File: src/rtl/dec_alu_gen.sv
// Registered WIDTH-bit ALU with a sequential double-dabble converter driving a
// scanned, active-low seven-segment display (decimal or raw hex).
//   state | meaning
//   IDLE  | snapshot R into the shifter, clear BCD
//   SHIFT | 2*WIDTH add-3/shift iterations
//   DONE  | copy BCD into the display latch
module dec_alu_gen #(
  parameter int WIDTH       = 8,
  parameter int DIGITS      = 8,
  parameter int REFRESH_DIV = 100000
) (
  input  logic              CLK100MHZ,
  input  logic              CPU_RESETN,
  input  logic [3:0]        OpCode,
  input  logic [WIDTH-1:0]  A,
  input  logic [WIDTH-1:0]  B,
  input  logic              DispCont,
  output logic [DIGITS-1:0] AN,
  output logic [6:0]        seg,
  output logic              c_out
);
  localparam int RW    = 2 * WIDTH;
  localparam int PW    = 4 * DIGITS;
  localparam int HEXD  = (RW + 3) / 4;
  localparam int IW    = (DIGITS > 1) ? $clog2(DIGITS) : 1;
  localparam int NSLOT = 1 << IW;
  localparam int CW    = (REFRESH_DIV > 1) ? $clog2(REFRESH_DIV) : 1;
  localparam int SW    = $clog2(RW);

  typedef enum logic [1:0] {IDLE, SHIFT, DONE} state_t;

  function automatic logic [6:0] glyph(input logic [3:0] d);
    case (d)
      4'h0: glyph = 7'b1000000;
      4'h1: glyph = 7'b1111001;
      4'h2: glyph = 7'b0100100;
      4'h3: glyph = 7'b0110000;
      4'h4: glyph = 7'b0011001;
      4'h5: glyph = 7'b0010010;
      4'h6: glyph = 7'b0000010;
      4'h7: glyph = 7'b1111000;
      4'h8: glyph = 7'b0000000;
      4'h9: glyph = 7'b0010000;
      4'hA: glyph = 7'b0001000;
      4'hB: glyph = 7'b0000011;
      4'hC: glyph = 7'b1000110;
      4'hD: glyph = 7'b0100001;
      4'hE: glyph = 7'b0000110;
      default: glyph = 7'b0001110;
    endcase
  endfunction

  logic [RW-1:0]    alu_res, r_q, s_q;
  logic             alu_c;
  logic [WIDTH:0]   sum_ab, diff_ab, inc_a, dec_a;
  logic [WIDTH-1:0] low;

  always_comb begin
    sum_ab  = {1'b0, A} + {1'b0, B};
    diff_ab = {1'b0, A} - {1'b0, B};
    inc_a   = {1'b0, A} + (WIDTH+1)'(1);
    dec_a   = {1'b0, A} - (WIDTH+1)'(1);
    low     = '0;
    alu_c   = 1'b0;
    case (OpCode)
      4'd0:  begin low = sum_ab[WIDTH-1:0];  alu_c = sum_ab[WIDTH];  end
      4'd1:  begin low = diff_ab[WIDTH-1:0]; alu_c = diff_ab[WIDTH]; end
      4'd2:  low = A & B;
      4'd3:  low = A | B;
      4'd4:  low = A ^ B;
      4'd5:  low = ~(A | B);
      4'd6:  low = ~A;
      4'd7:  begin low = {A[WIDTH-2:0], 1'b0}; alu_c = A[WIDTH-1]; end
      4'd8:  begin low = {1'b0, A[WIDTH-1:1]}; alu_c = A[0];       end
      4'd9:  low = {A[WIDTH-2:0], A[WIDTH-1]};
      4'd10: low = {A[0], A[WIDTH-1:1]};
      4'd11: begin low = inc_a[WIDTH-1:0]; alu_c = inc_a[WIDTH]; end
      4'd12: begin low = dec_a[WIDTH-1:0]; alu_c = dec_a[WIDTH]; end
      4'd13: low = '0;
      4'd14: begin low = WIDTH'(A == B); alu_c = (A == B); end
      default: begin low = WIDTH'(A < B); alu_c = (A < B); end
    endcase
    alu_res = (OpCode == 4'd13) ? RW'(A) * RW'(B) : RW'(low);
  end

  always_ff @(posedge CLK100MHZ or negedge CPU_RESETN) begin
    if (!CPU_RESETN) begin
      r_q   <= '0;
      c_out <= 1'b0;
    end else begin
      r_q   <= alu_res;
      c_out <= alu_c;
    end
  end

  state_t        state_q;
  logic [PW-1:0] bcd_q, bcd_adj, latch_q, latch_nxt;
  logic [SW-1:0] bit_cnt;

  always_comb begin
    for (int i = 0; i < DIGITS; i++)
      bcd_adj[4*i +: 4] = (bcd_q[4*i +: 4] >= 4'd5) ? bcd_q[4*i +: 4] + 4'd3 : bcd_q[4*i +: 4];
  end

  always_ff @(posedge CLK100MHZ or negedge CPU_RESETN) begin
    if (!CPU_RESETN) begin
      state_q <= IDLE;
      s_q     <= '0;
      bcd_q   <= '0;
      bit_cnt <= '0;
      latch_q <= '0;
    end else begin
      case (state_q)
        IDLE: begin
          s_q     <= r_q;
          bcd_q   <= '0;
          bit_cnt <= SW'(RW - 1);
          state_q <= SHIFT;
        end
        SHIFT: begin
          bcd_q   <= {bcd_adj[PW-2:0], s_q[RW-1]};
          s_q     <= {s_q[RW-2:0], 1'b0};
          bit_cnt <= bit_cnt - SW'(1);
          if (bit_cnt == '0) state_q <= DONE;
        end
        DONE: begin
          latch_q <= bcd_q;
          state_q <= IDLE;
        end
        default: state_q <= IDLE;
      endcase
    end
  end

  // Display path looks at next-cycle index and latch so a DONE coinciding with
  // a digit advance shows the fresh value straight away.
  assign latch_nxt = (state_q == DONE) ? bcd_q : latch_q;

  logic [CW-1:0]     ref_cnt;
  logic [IW-1:0]     idx_q, idx_nxt;
  logic              tc;
  logic [PW-1:0]     r_pad;
  logic [3:0]        nib [NSLOT];
  logic [NSLOT-1:0]  blank;
  logic              seen;
  logic [DIGITS-1:0] an_nxt;
  logic [6:0]        seg_nxt;

  always_comb begin
    tc      = (ref_cnt == CW'(REFRESH_DIV - 1));
    idx_nxt = idx_q;
    if (tc) idx_nxt = (idx_q == IW'(DIGITS - 1)) ? '0 : idx_q + IW'(1);
    r_pad          = '0;
    r_pad[RW-1:0]  = r_q;
    seen  = 1'b0;
    blank = '1;
    for (int i = 0; i < NSLOT; i++) nib[i] = '0;
    for (int i = DIGITS - 1; i >= 0; i--) begin
      seen = seen | (latch_nxt[4*i +: 4] != 4'd0);
      if (DispCont) begin
        nib[i]   = r_pad[4*i +: 4];
        blank[i] = (i >= HEXD);
      end else begin
        nib[i]   = latch_nxt[4*i +: 4];
        blank[i] = !seen && (i != 0);
      end
    end
    for (int i = 0; i < DIGITS; i++) an_nxt[i] = (idx_nxt != IW'(i));
    seg_nxt = blank[idx_nxt] ? 7'h7F : glyph(nib[idx_nxt]);
  end

  always_ff @(posedge CLK100MHZ or negedge CPU_RESETN) begin
    if (!CPU_RESETN) begin
      ref_cnt <= '0;
      idx_q   <= '0;
      AN      <= ~DIGITS'(1);
      seg     <= 7'b1000000;
    end else begin
      ref_cnt <= tc ? '0 : ref_cnt + CW'(1);
      idx_q   <= idx_nxt;
      AN      <= an_nxt;
      seg     <= seg_nxt;
    end
  end
endmodule
File: config.mk
export PLATFORM = sky130hd
export DESIGN_NAME = dec_alu_gen
export DESIGN_NICKNAME = d
export VERILOG_FILES = /design/src/rtl/dec_alu_gen.sv
export SDC_FILE = /design/constraint.sdc
export NUM_CORES = 1
export LEC_CHECK = 0
export BUFFER_PORTS_ARGS = -buffer_cell sky130_fd_sc_hd__buf_2
export CORE_MARGIN = 2
export CORE_UTILIZATION = 62
export DETAILED_ROUTE_END_ITERATION = 16
export GPL_TIMING_DRIVEN = 0
export PLACE_DENSITY = 0.81
export SYNTH_ARGS = -nofsm -noshare
export SYNTH_HDL_FRONTEND = slang
export SYNTH_SLANG_ARGS = --single-unit
export TNS_END_PERCENT = 100
File: constraint.sdc
create_clock -name CLK100MHZ -period 5 [get_ports CLK100MHZ]
set_clock_uncertainty 0.15 [all_clocks]
set_input_delay 0 -clock CLK100MHZ [delete_from_list [all_inputs] [get_ports CLK100MHZ]]
set_output_delay 0 -clock CLK100MHZ [all_outputs]
set_load 0.005 [all_outputs]
# --- Word-level counts from Yosys, hierarchy flattened ---
# Memories as Yosys holds them, arrays and structs flattened.
# Index checks and enable logic that the tools add are counted.
word_totals:
  rom_bits: 112
  n_memories: 1
  output_inout_bits: 16
  reg_bits: 138
mem_list:
  columns: ["name", "depth", "word_bits", "rd", "rd_ports_with_merged_regs", "write_ports", "line", "rtl"]
  rows:
  - ["(name not given)", 16, 7, 1, 0, 0, "33", "case (d)"]
op_classes:
  n_mux: 41
  n_eq_ne: 27
  multipliers: 1
  addsub: 15
  reduce_logical: 20
  order_cmp: 11
  n_bitwise: 12
ops:
  columns: ["cell", "n"]
  rows:
  - ["$pmux W8 S14", 1]
  - ["$mux W4", 17]
  - ["$pmux W32 S2", 1]
  - ["$ge A4 B3 Y1 const B", 8]
  - ["$mux W32", 1]
  - ["$pmux W16 S2", 1]
  - ["$add A4 B2 Y4 const B", 7]
  - ["$eq A4 B4 Y1 const B", 7]
  - ["$reduce_bool A4 Y1", 7]
  - ["$add A17 B1 Y17 const B", 1]
  - ["$eq A17 B17 Y1 const B", 1]
  - ["$mux W17", 1]
  - ["$eq A4 B3 Y1 const B", 4]
  - ["$mul A8 B8 Y16", 1]
  - ["$mux W16", 1]
  - ["$not A8 Y8", 2]
  - ["$bmux W4 S3", 1]
  - ["$ne A3 B3 Y1 const B", 4]
  - ["$add A8 B1 Y9 const B", 1]
  - ["$add A8 B8 Y9", 1]
  - ["$mux W3", 3]
  - ["$sub A8 B1 Y9 const B", 1]
  - ["$sub A8 B8 Y9", 1]
  - ["$and A8 B8 Y8", 1]
  - ["other kinds (32)", 53]

# --- Logic depth before layout (Yosys ltp) ---
# Gate-level depths: netlist of run 1.
depth:
  ltp_word: 14
  mapped_depth: 20
  mapped_depth_nobuf: 19

# --- Least setup slack after synthesis of run 1 ---
# OpenSTA, ideal clock, no wires.
synth_path:
  path_type: "input port to flip-flop"
  from: "input A[3]"
  to: "register r_q[15]"
  setup_time_ns: 0.078
  t_required_ns: 4.772
  path_buffers: 1
  arrival_ns: 4.175
  path_slack_ns: 0.597
  cell_stages: 16
  cell_sequence: "clkbuf_1 -> clkinv_1 -> nor2_1 -> fa_1 -> fa_1 -> fa_1 -> inv_1 -> fa_1 -> inv_1 -> ha_1 -> o21ai_0 -> a21boi_0 -> o2111a_1 -> nor4_1 -> or3_1 -> a21oi_1"
synth_via:
  elab_chain_len: 2
synth_rtl:
  columns: ["item", "line", "rtl"]
  rows:
  - ["start: declaration", "15", "input logic [WIDTH-1:0] A,"]
  - ["$mul A8 B8 Y16", "83", "alu_res = (OpCode == 4'd13) ? RW'(A) * RW'(B) : RW'(low);"]
  - ["$mux W16", "83", null]
  - ["net alu_res[15]", "53", "logic [RW-1:0] alu_res, r_q, s_q;"]
  - ["end signal: assignment", "91", "r_q <= alu_res;"]
  - ["end: declaration", "53", null]
# The timed path passes the listed nets, and every way through them passes these cells.
# A chain may end at the register's enable or synchronous reset.

# --- Worst setup path after layout of run 1 ---
layout_path:
  from: "input A[4]"
  to: "register r_q[15]"
# Same word-level chain as after synthesis.

==> flow_summary_export.csv, run 1 <==
group,metric,value,unit
floorplanning,core,0.0165,mm2
logic_synthesis,synth_top_cell_by_area,"dfrtp_1",
final_layout,diodes,0,
global_route,gr-total-overflow,0,
critical_path,cp_max_fo,9,
detailed_routing,ant_nets,0,
floorplanning,std_cell_rows,47,
sta,period_minus_slack,4.81,ns
logic_synthesis,ys_top_cells_by_count,"nor2_1, dfrtp_1, nand2_1",
worst_hold_path,hold_path_end,"r_q[0]$_DFF_PN0_",
critical_path,worstSetupPathType,"input pin to flip-flop",
sta,slew_headroom,26.0,%
final_layout,num-nets-final,1377,
clocking,cts_tree,"done",
floorplanning,io_pins,39,
power_and_ir_drop,cellPowerDensity,321,mW/mm2
clocking,htreeDepth,4,
run,maxCapViolCount,0,
power_and_ir_drop,p_switching,1.20,mW
detailed_routing,drt_drc_violations_left,0,
logic_synthesis,netlist_instances,1168,
critical_path,worstRegToRegCells,12,
clocking,cts.sinks,138,
clocking,insertion_delay,0.42,ns
power_and_ir_drop,power_frac_comb,30.4,%
logic_synthesis,synth_fp_nets,1317,
floorplanning,die_area,0.0179,mm2
clocking,cts_buffers,17,
logic_synthesis,syn_area_per_cell,8.94,um2
critical_path,r2r_start,"ref_cnt[12]$_DFF_PN0_",
power_and_ir_drop,leakage,5.70,nW
floorplanning,fp.dieW,134,um
logic_synthesis,ys.flop_type,"dfrtp_1",
critical_path,cp_data_arrival_time,5.00,ns
logic_synthesis,netlist_area,0.0104,mm2
critical_path,worstSetupEndpointType,"flip-flop",
logic_synthesis,synth_top_area_share,31.2,%
detailed_routing,firstDrtPassIters,5,
global_route,grt_antenna_before_repair,0,
worst_hold_path,whs_path_depth,4,
power_and_ir_drop,p_clk_share,35.5,%
place,io_buffer_count,37,
detailed_routing,drt-initial-drc-count,704,
critical_path,slowest_stage,"fa_1",
logic_synthesis,synth.most_common_cell,"nor2_1",
detailed_routing,via_per_inst,6.15,
sta,final-setup-viol-count,0,
floorplanning,die_h,134,um
clocking,clock_path_buffers,2,
final_layout,drive_gt1_share,9.59,%
critical_path,reg2reg_to,"seg[3]$_DFF_PN0_",
final_layout,stdcell_count,1461,
status,run_status,"completed",
worst_hold_path,hold_path_class,"input pin to flip-flop",
worst_hold_path,min_from,"B[0]",
clocking,root_buffer,"clkbuf_16",
power_and_ir_drop,internal-power,2.52,mW
place,globalplace.congestion,0.992,
logic_synthesis,ys_types,75,
sta,fmax,0.208,GHz
sta,finalSetupTns,0,ns
final_layout,syn_to_final_growth,11.3,%
global_route,grt_pass1_wl,45300,um
global_route,first_global_vias,9170,
floorplanning,initial_utilization,63.2,%
logic_synthesis,yosys_register_bits,138,
logic_synthesis,synth_edf_count,0,
sta,max_slew.worst_pin.slew,1.10,ns
detailed_routing,routedWlPerCell,19.0,um
sta,min_period_over_period,96.1,%
power_and_ir_drop,pwr-share-seq,34.1,%
critical_path,max_stage_delay,0.54,ns
critical_path,reg2reg_slack,0.39,ns
power_and_ir_drop,peakVddDrop,0.302,mV
logic_synthesis,synth.area.top_cells,"dfrtp_1, ha_1, fa_1",
sta,final_max_slew_viol_count,0,
global_route,grt_max_degree,83,
clocking,path_clk_slew,0.06,ns
detailed_routing,via_count,8992,
critical_path,crit_top_cell,"fa_1",
detailed_routing,wl,27800,um
place,dp_cells,1426,
logic_synthesis,ys.warnings.count,0,
global_route,track_usage,32.1,%
critical_path,cp.required,5.19,ns
logic_synthesis,ys_seq_area_share,33.2,%
power_and_ir_drop,netSwitchingFraction,32.2,%
critical_path,start_kind,"input pin",
logic_synthesis,synthArstFlopShare,100,%
critical_path,crit_path_cell_trace,"buf_2, clkbuf_1, clkinv_1, nor2_1, fa_1, ha_1, inv_1, fa_1, fa_1, inv_1, ha_1, o21ai_0, a21oi_1, o21ai_0, a21boi_0, o2111a_1, nor4_1, or3_1, a21oi_1",
place,dp_hpwl,20400,um
sta,final_hold_viol_count,0,
[layer usage]
metal  wire length (um)  track usage [%]  part of all wire, %
met1              10700             37.8                   38
met4               1340             16.9                  4.8
met2              14200             56.7                   51
met3               1580             4.98                  5.7
met5                  0                0                    0
[worst max-delay path: cells and delay by family]
family                     cells  cell delay (ns)
adders and majority gates      5             2.12
AOI/OAI and AO/OA              6             1.21
buffers and inverters          5             1.00
and+or+nand+nor                3             0.66
[layout make-up]
cell class	instances	area, um2
inverter	113	437
buffer	49	201
sequential	138	3460
multi-input combinational	867	6340
fill	1242	4910
timing repair buffer	42	277
tap	220	275
clock buffer	18	429
clock inverter	14	195
[timing repair]
action / in CTS / in global routing
hold endpoints to repair: 141 / 0
endpoints found under the setup margin: 0 / 2
hold buffers: 4 / 0
buffers inserted: 0 / 0
gates resized for setup: 0 / 2
[cells by family after synthesis]
family,share of synthesized area (%)
AND/OR/NAND/NOR,17.0
AO/OA/AOI/OAI,15.1
flip-flops,33.2
adder cells (fa/ha/maj),17.8
buffers and inverters,6.08
XOR/XNOR,3.94
multiplexers,6.90
[power groups by stage]
stage          clock [mW]  sequential (mW)  combinational, mW
3_3_place_gp            0             1.28               1.07
3_5_place_dp            0             1.29               1.11
5_1_grt              1.38             1.28               1.27
2_1_floorplan           0             1.28              0.803
4_1_cts              1.33             1.27               1.12
6_report             1.32             1.27               1.13
[layout by cell type, fill, tap and decap left out, types with 6 or more instances in the layout]
master,count
a21o_1,9
a21oi_1,65
and3_1,10
buf_2,38
clkbuf_1,41
clkbuf_16,17
clkinv_1,7
dfrtp_1,130
dfstp_2,8
fa_1,38
ha_1,88
inv_1,102
mux2_2,18
mux2i_1,45
nand2_1,113
nand2b_1,19
nand3_1,30
nand4_1,6
nor2_1,132
nor2b_1,9
nor3_1,14
nor3b_1,7
nor4_1,9
o211ai_1,9
o21ai_0,82
o21bai_1,7
o22ai_1,7
o31ai_1,9
xnor2_1,26
xor2_1,21
[per-stage QoR]
step                      hold WS, ns  power [mW]  utilization [%]  cell area [um2]  setup slack (ns)
after global placement          0.243        2.35             66.0            10900           -0.0877
after floorplan                -0.446        2.08                -            10400             0.597
after global routing           0.0169        3.93             70.3            11600          -0.00868
after CTS                     0.00407        3.73             70.3            11600            0.0986
after detailed placement       -0.162        2.40             66.2            10900            -0.144
final                          0.0223        3.72             70.3            11600             0.193
[state kept, by name, indices dropped and copies added, names as in the netlist, 4 cells and up]
signal	flops
bit_cnt	4
bcd_q	32
latch_q	32
seg	7
AN	8
ref_cnt	17
r_q	16
s_q	16
[worst max-delay path by stage]
stage          start                 to  slack (ns)
3_3_place_gp    A[0]  r_q[15]$_DFF_PN0_       -0.09
4_1_cts         A[7]  r_q[15]$_DFF_PN0_         0.1
6_report        A[4]  r_q[15]$_DFF_PN0_        0.19
2_1_floorplan   A[3]  r_q[15]$_DFF_PN0_        0.60
3_5_place_dp    A[0]  r_q[15]$_DFF_PN0_       -0.14
5_1_grt         A[0]  r_q[15]$_DFF_PN0_      -0.009
No activity file was read; power rests on OpenSTA's default activity.
==> run 2, diff against run 1 <==
- CORE_ASPECT_RATIO: default -> 0.7
==> run 2 against run 1 <==
  * The flow now finishes with violations (negative hold slack)
  * Sequential share of layout area fell by 0.25 points
  * Highest routed layer unchanged
  * Largest cell class unchanged
  * Power rose by 3.2%
  * Hold slack got worse by 0.046 ns
  * Sequential power barely moved
  * Sequential cell count did not move
  * Cell count rose by 0.55%
  * Utilization rose by 1.1 points
==> flow_summary_export.csv, run 2 (synthesis gave the netlist of run 1 again) <==
group,metric,value,unit
clocking,cts.sinks,138,
worst_hold_path,hold_path_end,"r_q[1]$_DFF_PN0_",
global_route,gr-total-overflow,0,
detailed_routing,ant_nets,0,
sta,rsz0062_at_grt,"false",
final_layout,stdcell_count,1469,
final_layout,num-nets-final,1380,
floorplanning,std_cell_rows,39,
clocking,clock_path_buffers,2,
final_layout,syn_to_final_growth,12.2,%
clocking,root_buffer,"clkbuf_16",
clocking,htreeDepth,4,
detailed_routing,via_count,9191,
clocking,path_clk_slew,0.06,ns
sta,final_hold_viol_count,1,
power_and_ir_drop,peakVddDrop,0.235,mV
global_route,grt_antenna_before_repair,0,
final_layout,final_cell_mix,"nor2_1, dfrtp_1, nand2_1, inv_1, ha_1",
clocking,insertion_delay,0.42,ns
sta,min_period_over_period,94.0,%
critical_path,worstSetupPathType,"input pin to flip-flop",
power_and_ir_drop,cellPowerDensity,328,mW/mm2
final_layout,final_common_cell,"nor2_1",
sta,finalSetupTns,0,ns
critical_path,cp_data_arrival_time,4.82,ns
critical_path,reg2reg_to,"seg[1]$_DFF_PN0_",
sta,period_minus_slack,4.70,ns
floorplanning,io_pins,39,
sta,final_max_slew_viol_count,0,
detailed_routing,routedWlPerCell,20.0,um
floorplanning,die_h,113,um
final_layout,final_util,71.5,%
critical_path,worstSetupEndpointType,"flip-flop",
final_layout,largestRegisters,"bcd_q: 32 flops, latch_q: 32 flops, ref_cnt: 17 flops",
sta,slew_headroom,25.6,%
global_route,track_usage,34.0,%
sta,fin_ws,0.301,ns
critical_path,worstRegToRegCells,10,
floorplanning,core,0.0164,mm2
power_and_ir_drop,power,3.84,mW
clocking,cts_tree,"done",
sta,max_slew.worst_pin.slew,1.11,ns
detailed_routing,drt-initial-drc-count,1103,
worst_hold_path,min_from,"A[0]",
critical_path,cp_max_fo,10,
global_route,grt_pass1_wl,48100,um
detailed_routing,wl,29400,um
floorplanning,fp.dieW,159,um
final_layout,diodes,0,
global_route,grt_max_degree,89,
clocking,cts_buffers,17,
detailed_routing,drt_drc_violations_left,0,
critical_path,r2r_start,"ref_cnt[12]$_DFF_PN0_",
sta,final-setup-viol-count,0,
floorplanning,initial_utilization,63.7,%
sta,fmax,0.213,GHz
final_layout,drive_gt1_share,10.2,%
place,dp_cells,1431,
status,violations,"negative hold slack",
place,pre_cts_ws,-0.405,ns
status,run_status,"complete, but fails checks",
floorplanning,die_area,0.0179,mm2
detailed_routing,via_per_inst,6.26,
global_route,first_global_vias,8913,
place,io_buffer_count,37,
critical_path,reg2reg_slack,0.31,ns
worst_hold_path,whs_path_depth,3,
place,dp_hpwl,21700,um
power_and_ir_drop,leakage,5.72,nW
worst_hold_path,hold_path_class,"input pin to flip-flop",
place,globalplace.congestion,0.986,
critical_path,start_kind,"input pin",
detailed_routing,firstDrtPassIters,6,
critical_path,cp.required,5.12,ns
run,maxCapViolCount,0,
sta,whs,-0.0241,ns
run 2: cell types whose count changed in the layout (fill, tap and decap cells not counted):
cell	previous run	this run
clkinv_2	3	0
a21oi_1	65	64
a21boi_1	0	1
clkbuf_1	41	37
buf_4	0	2
clkinvlp_4	3	10
clkinv_4	5	2
clkinv_1	7	4
dlygate4sd3_1	3	7
inv_6	2	3
a21oi_2	0	1
inv_1	102	101
clkbuf_8	0	3
a21boi_0	1	0
run 2: metrics by stage:
stage / hold WS, ns / cell area (um2)
after floorplan: -0.446 / 10400
after global placement: 0.241 / 10900
after detailed placement: -0.174 / 10900
after CTS: 0.0135 / 11700
after global routing: 0.0186 / 11700
final: -0.0241 / 11700
run 2: timing repair:
item / CTS / global route
endpoints found under the setup margin: 0 / 4
gates resized for setup: 0 / 8
hold buffers: 6 / 2
endpoints found under the hold margin: 133 / 2
setup buffers: 0 / 2
run 2: final cells by class:
class                   count  area (um2)
plain buffers              46         190
clock inverters            12         185
flip-flops and latches    138        3460
well taps                 225         282
fillers                  1244        4680
multi-input cells         867        6340
repair buffers             48         332
inverters                 113         452
clock buffers              20         467
run 2: per-layer routing:
metal / GRT usage, % / vias to the layer above / part of all wire [%]
li1: - / 4133 / -
met1: 52.8 / 4468 / 46
met2: 46.8 / 536 / 40
met3: 10.2 / 54 / 13
met4: 7.45 / 0 / 1.5
met5: 0 / - / 0
run 2: worst max path at each step:
stage	start	endpoint	slack, ns	depth (start not counted)
floorplan	A[3]	r_q[15]$_DFF_PN0_	0.60	16
global placement	A[2]	r_q[15]$_DFF_PN0_	-0.34	19
detailed placement	A[2]	r_q[15]$_DFF_PN0_	-0.41	19
CTS	A[3]	r_q[15]$_DFF_PN0_	0.007	20
global route	ref_cnt[0]$_DFF_PN0_	seg[3]$_DFF_PN0_	0.0006	13
finish	B[1]	r_q[14]$_DFF_PN0_	0.30	19
run 2: where the power goes:
group	total [mW]	switching (mW)	internal (mW)
registers	1.28	0.0631	1.22
logic	1.18	0.709	0.471
clock network	1.38	0.502	0.881
total	3.84	1.27	2.57
run 2: worst max-delay path, stage by stage:
cell	delay, ns
dlygate4sd3_1	0.52
buf_2	0.15
clkinvlp_4	0.29
nor2_1	0.23
fa_1	0.45
ha_1	0.29
inv_1	0.05
fa_1	0.62
inv_1	0.07
ha_1	0.29
a21o_1	0.17
a21o_1	0.20
a21oi_1	0.26
o21bai_1	0.14
a21oi_1	0.19
o21ai_0	0.19
o41ai_1	0.41
xor2_1	0.20
nor2_1	0.08
==> run 3, diff against run 2 <==
- ABC_AREA: default -> 1
==> run 3 against run 2 <==
  * The run now ends clean
  * Clock power down 10%
  * Critical path depth rose by 1
  * Synthesized cell count rose by 24%
  * Critical path type unchanged
  * Largest cell class unchanged
==> flow_summary_export.csv, run 3 <==
group,metric,value,unit
status,run_status,"completed",
detailed_routing,routedWlPerCell,17.0,um
final_layout,final_common_cell,"nand2_1",
sta,final-setup-viol-count,0,
logic_synthesis,netlist_instances,1453,
place,dp_cells,1723,
run,maxCapViolCount,0,
floorplanning,die_h,114,um
sta,period_minus_slack,4.71,ns
logic_synthesis,netlist_area,0.0108,mm2
clocking,root_buffer,"clkbuf_16",
floorplanning,std_cell_rows,40,
place,io_buffer_count,38,
global_route,grt_max_degree,105,
logic_synthesis,synth_top_cell_by_area,"dfrtp_1",
logic_synthesis,synth.area.top_cells,"dfrtp_1, nand2_1, ha_1",
place,dp_hpwl,22200,um
final_layout,diodes,0,
clocking,cts_tree,"done",
critical_path,r2r_start,"ref_cnt[0]$_DFF_PN0_",
power_and_ir_drop,peakVddDrop,0.212,mV
final_layout,num-nets-final,1671,
logic_synthesis,syn_area_per_cell,7.41,um2
logic_synthesis,yosys_register_bits,138,
logic_synthesis,synth_top_area_share,30.2,%
logic_synthesis,synth_fp_nets,1602,
logic_synthesis,ys.warnings.count,0,
sta,max_slew.worst_pin.slew,0.767,ns
logic_synthesis,ys_top_cells_by_count,"nand2_1, inv_1, dfrtp_1",
final_layout,syn_to_final_growth,11.3,%
place,globalplace.congestion,1.04,
critical_path,reg2reg_to,"seg[3]$_DFF_PN0_",
final_layout,drive_gt1_share,8.99,%
power_and_ir_drop,power,3.75,mW
floorplanning,fp.dieW,161,um
critical_path,start_kind,"input pin",
clocking,htreeDepth,4,
sta,final_hold_viol_count,0,
logic_synthesis,ys_seq_area_share,32.2,%
final_layout,stdcell_count,1766,
detailed_routing,ant_nets,0,
floorplanning,io_pins,39,
clocking,clock_path_buffers,2,
clocking,insertion_delay,0.43,ns
global_route,first_global_vias,9178,
detailed_routing,wl,30000,um
worst_hold_path,hold_path_end,"r_q[1]$_DFF_PN0_",
power_and_ir_drop,leakage,6.29,nW
logic_synthesis,synthArstFlopShare,100,%
clocking,cts_buffers,17,
detailed_routing,drt-initial-drc-count,1474,
global_route,grt_antenna_before_repair,0,
floorplanning,die_area,0.0185,mm2
critical_path,cp.required,5.15,ns
worst_hold_path,hold_path_class,"input pin to flip-flop",
worst_hold_path,min_from,"OpCode[0]",
critical_path,reg2reg_slack,1.82,ns
worst_hold_path,whs_path_depth,4,
sta,fmax,0.212,GHz
detailed_routing,via_count,10058,
critical_path,cp_max_fo,10,
critical_path,worstRegToRegCells,21,
power_and_ir_drop,cellPowerDensity,313,mW/mm2
detailed_routing,via_per_inst,5.70,
sta,min_period_over_period,94.3,%
final_layout,largestRegisters,"bcd_q: 32 flops, latch_q: 32 flops, ref_cnt: 17 flops",
global_route,gr-total-overflow,0,
sta,rsz0062_at_grt,"false",
detailed_routing,firstDrtPassIters,8,
detailed_routing,drt_drc_violations_left,0,
logic_synthesis,synth.most_common_cell,"nand2_1",
clocking,cts.sinks,138,
global_route,grt_pass1_wl,47700,um
logic_synthesis,synth_edf_count,0,
critical_path,worstSetupPathType,"input pin to flip-flop",
final_layout,final_cell_mix,"nand2_1, inv_1, dfrtp_1, nor2_1, o21ai_0",
clocking,path_clk_slew,0.06,ns
logic_synthesis,ys.flop_type,"dfrtp_1",
sta,final_max_slew_viol_count,0,
critical_path,cp_data_arrival_time,4.87,ns
floorplanning,core,0.0171,mm2
logic_synthesis,ys_types,52,
clocking,post_cts_buffers,0,
critical_path,worstSetupEndpointType,"flip-flop",
global_route,track_usage,33.2,%
floorplanning,initial_utilization,63.1,%
sta,slew_headroom,48.9,%
-- run 3: final cells by class --
cell class | instances | area (um2)
Multi-Input combinational cell | 1002 | 6080
Fill cell | 1413 | 5090
Sequential cell | 138 | 3460
Inverter | 267 | 1000
Clock buffer | 20 | 467
Timing Repair Buffer | 50 | 344
Tap cell | 231 | 289
Buffer | 46 | 224
Clock inverter | 12 | 113
-- run 3: per-stage QoR --
| step | setup TNS (ns) | setup WS [ns] | utilization, % | cell area, um2 | hold slack, ns |
|---|---|---|---|---|---|
| floorplan | 0 | 0.853 | - | 10800 | -0.446 |
| global placement | -0.0159 | -0.0159 | 65.9 | 11200 | 0.240 |
| detailed placement | 0 | 0.0207 | 66.1 | 11300 | -0.238 |
| CTS | 0 | 0.0750 | 70.2 | 12000 | 0.0178 |
| global route | 0 | 0.0251 | 70.2 | 12000 | 0.0618 |
| finish | 0 | 0.286 | 70.2 | 12000 | 0.0286 |
-- run 3: routing by layer --
metal	vias up	GRT usage, %	routed length [um]
met2	519	44.1	11600
met3	38	8.48	3590
li1	4767	-	-
met5	-	0	0
met1	4734	54.0	14500
met4	0	6.25	276
-- run 3: worst max-delay path, cell delays in order --
cell	delay, ns
dlygate4sd3_1	0.54
buf_2	0.17
clkbuf_2	0.30
nand2_1	0.13
fa_1	0.52
fa_1	0.49
inv_1	0.05
fa_1	0.53
inv_1	0.06
fa_1	0.54
inv_1	0.04
ha_1	0.37
a21oi_1	0.21
o21ai_0	0.10
a21oi_1	0.22
o21ai_1	0.13
a21oi_1	0.14
o21bai_1	0.10
o21ai_0	0.15
a21oi_1	0.06
-- run 3: power by group --
group          switching (mW)  internal, mW  total, mW
Clock                   0.515         0.727       1.24
Sequential             0.0558          1.23       1.29
Combinational           0.783         0.435       1.22
Total                    1.35          2.39       3.75
-- run 3: what timing repair did --
action,4_1_cts,5_1_grt
resized for setup,0,3
hold endpoints to repair,134,0
hold buffers,11,0
setup endpoints to repair,0,3
-- run 3: how the worst max path moves through the flow --
stage          start           endpoint  slack [ns]
2_1_floorplan   A[0]  r_q[14]$_DFF_PN0_        0.85
3_3_place_gp    A[1]  r_q[14]$_DFF_PN0_       -0.02
3_5_place_dp    A[1]  r_q[14]$_DFF_PN0_        0.02
4_1_cts         A[3]  r_q[14]$_DFF_PN0_        0.07
5_1_grt         A[3]  r_q[14]$_DFF_PN0_        0.03
6_report        A[3]  r_q[14]$_DFF_PN0_        0.29
-- run 3: logic make-up after synthesis --
logic type / synth area share, %
AOI/OAI and AO/OA: 13.4
adders and majority gates: 17.3
DFF: 32.2
buffers and inverters: 11.4
and+or+nand+nor: 24.0
xor gates and xnor gates: 1.55
muxes: 0.186
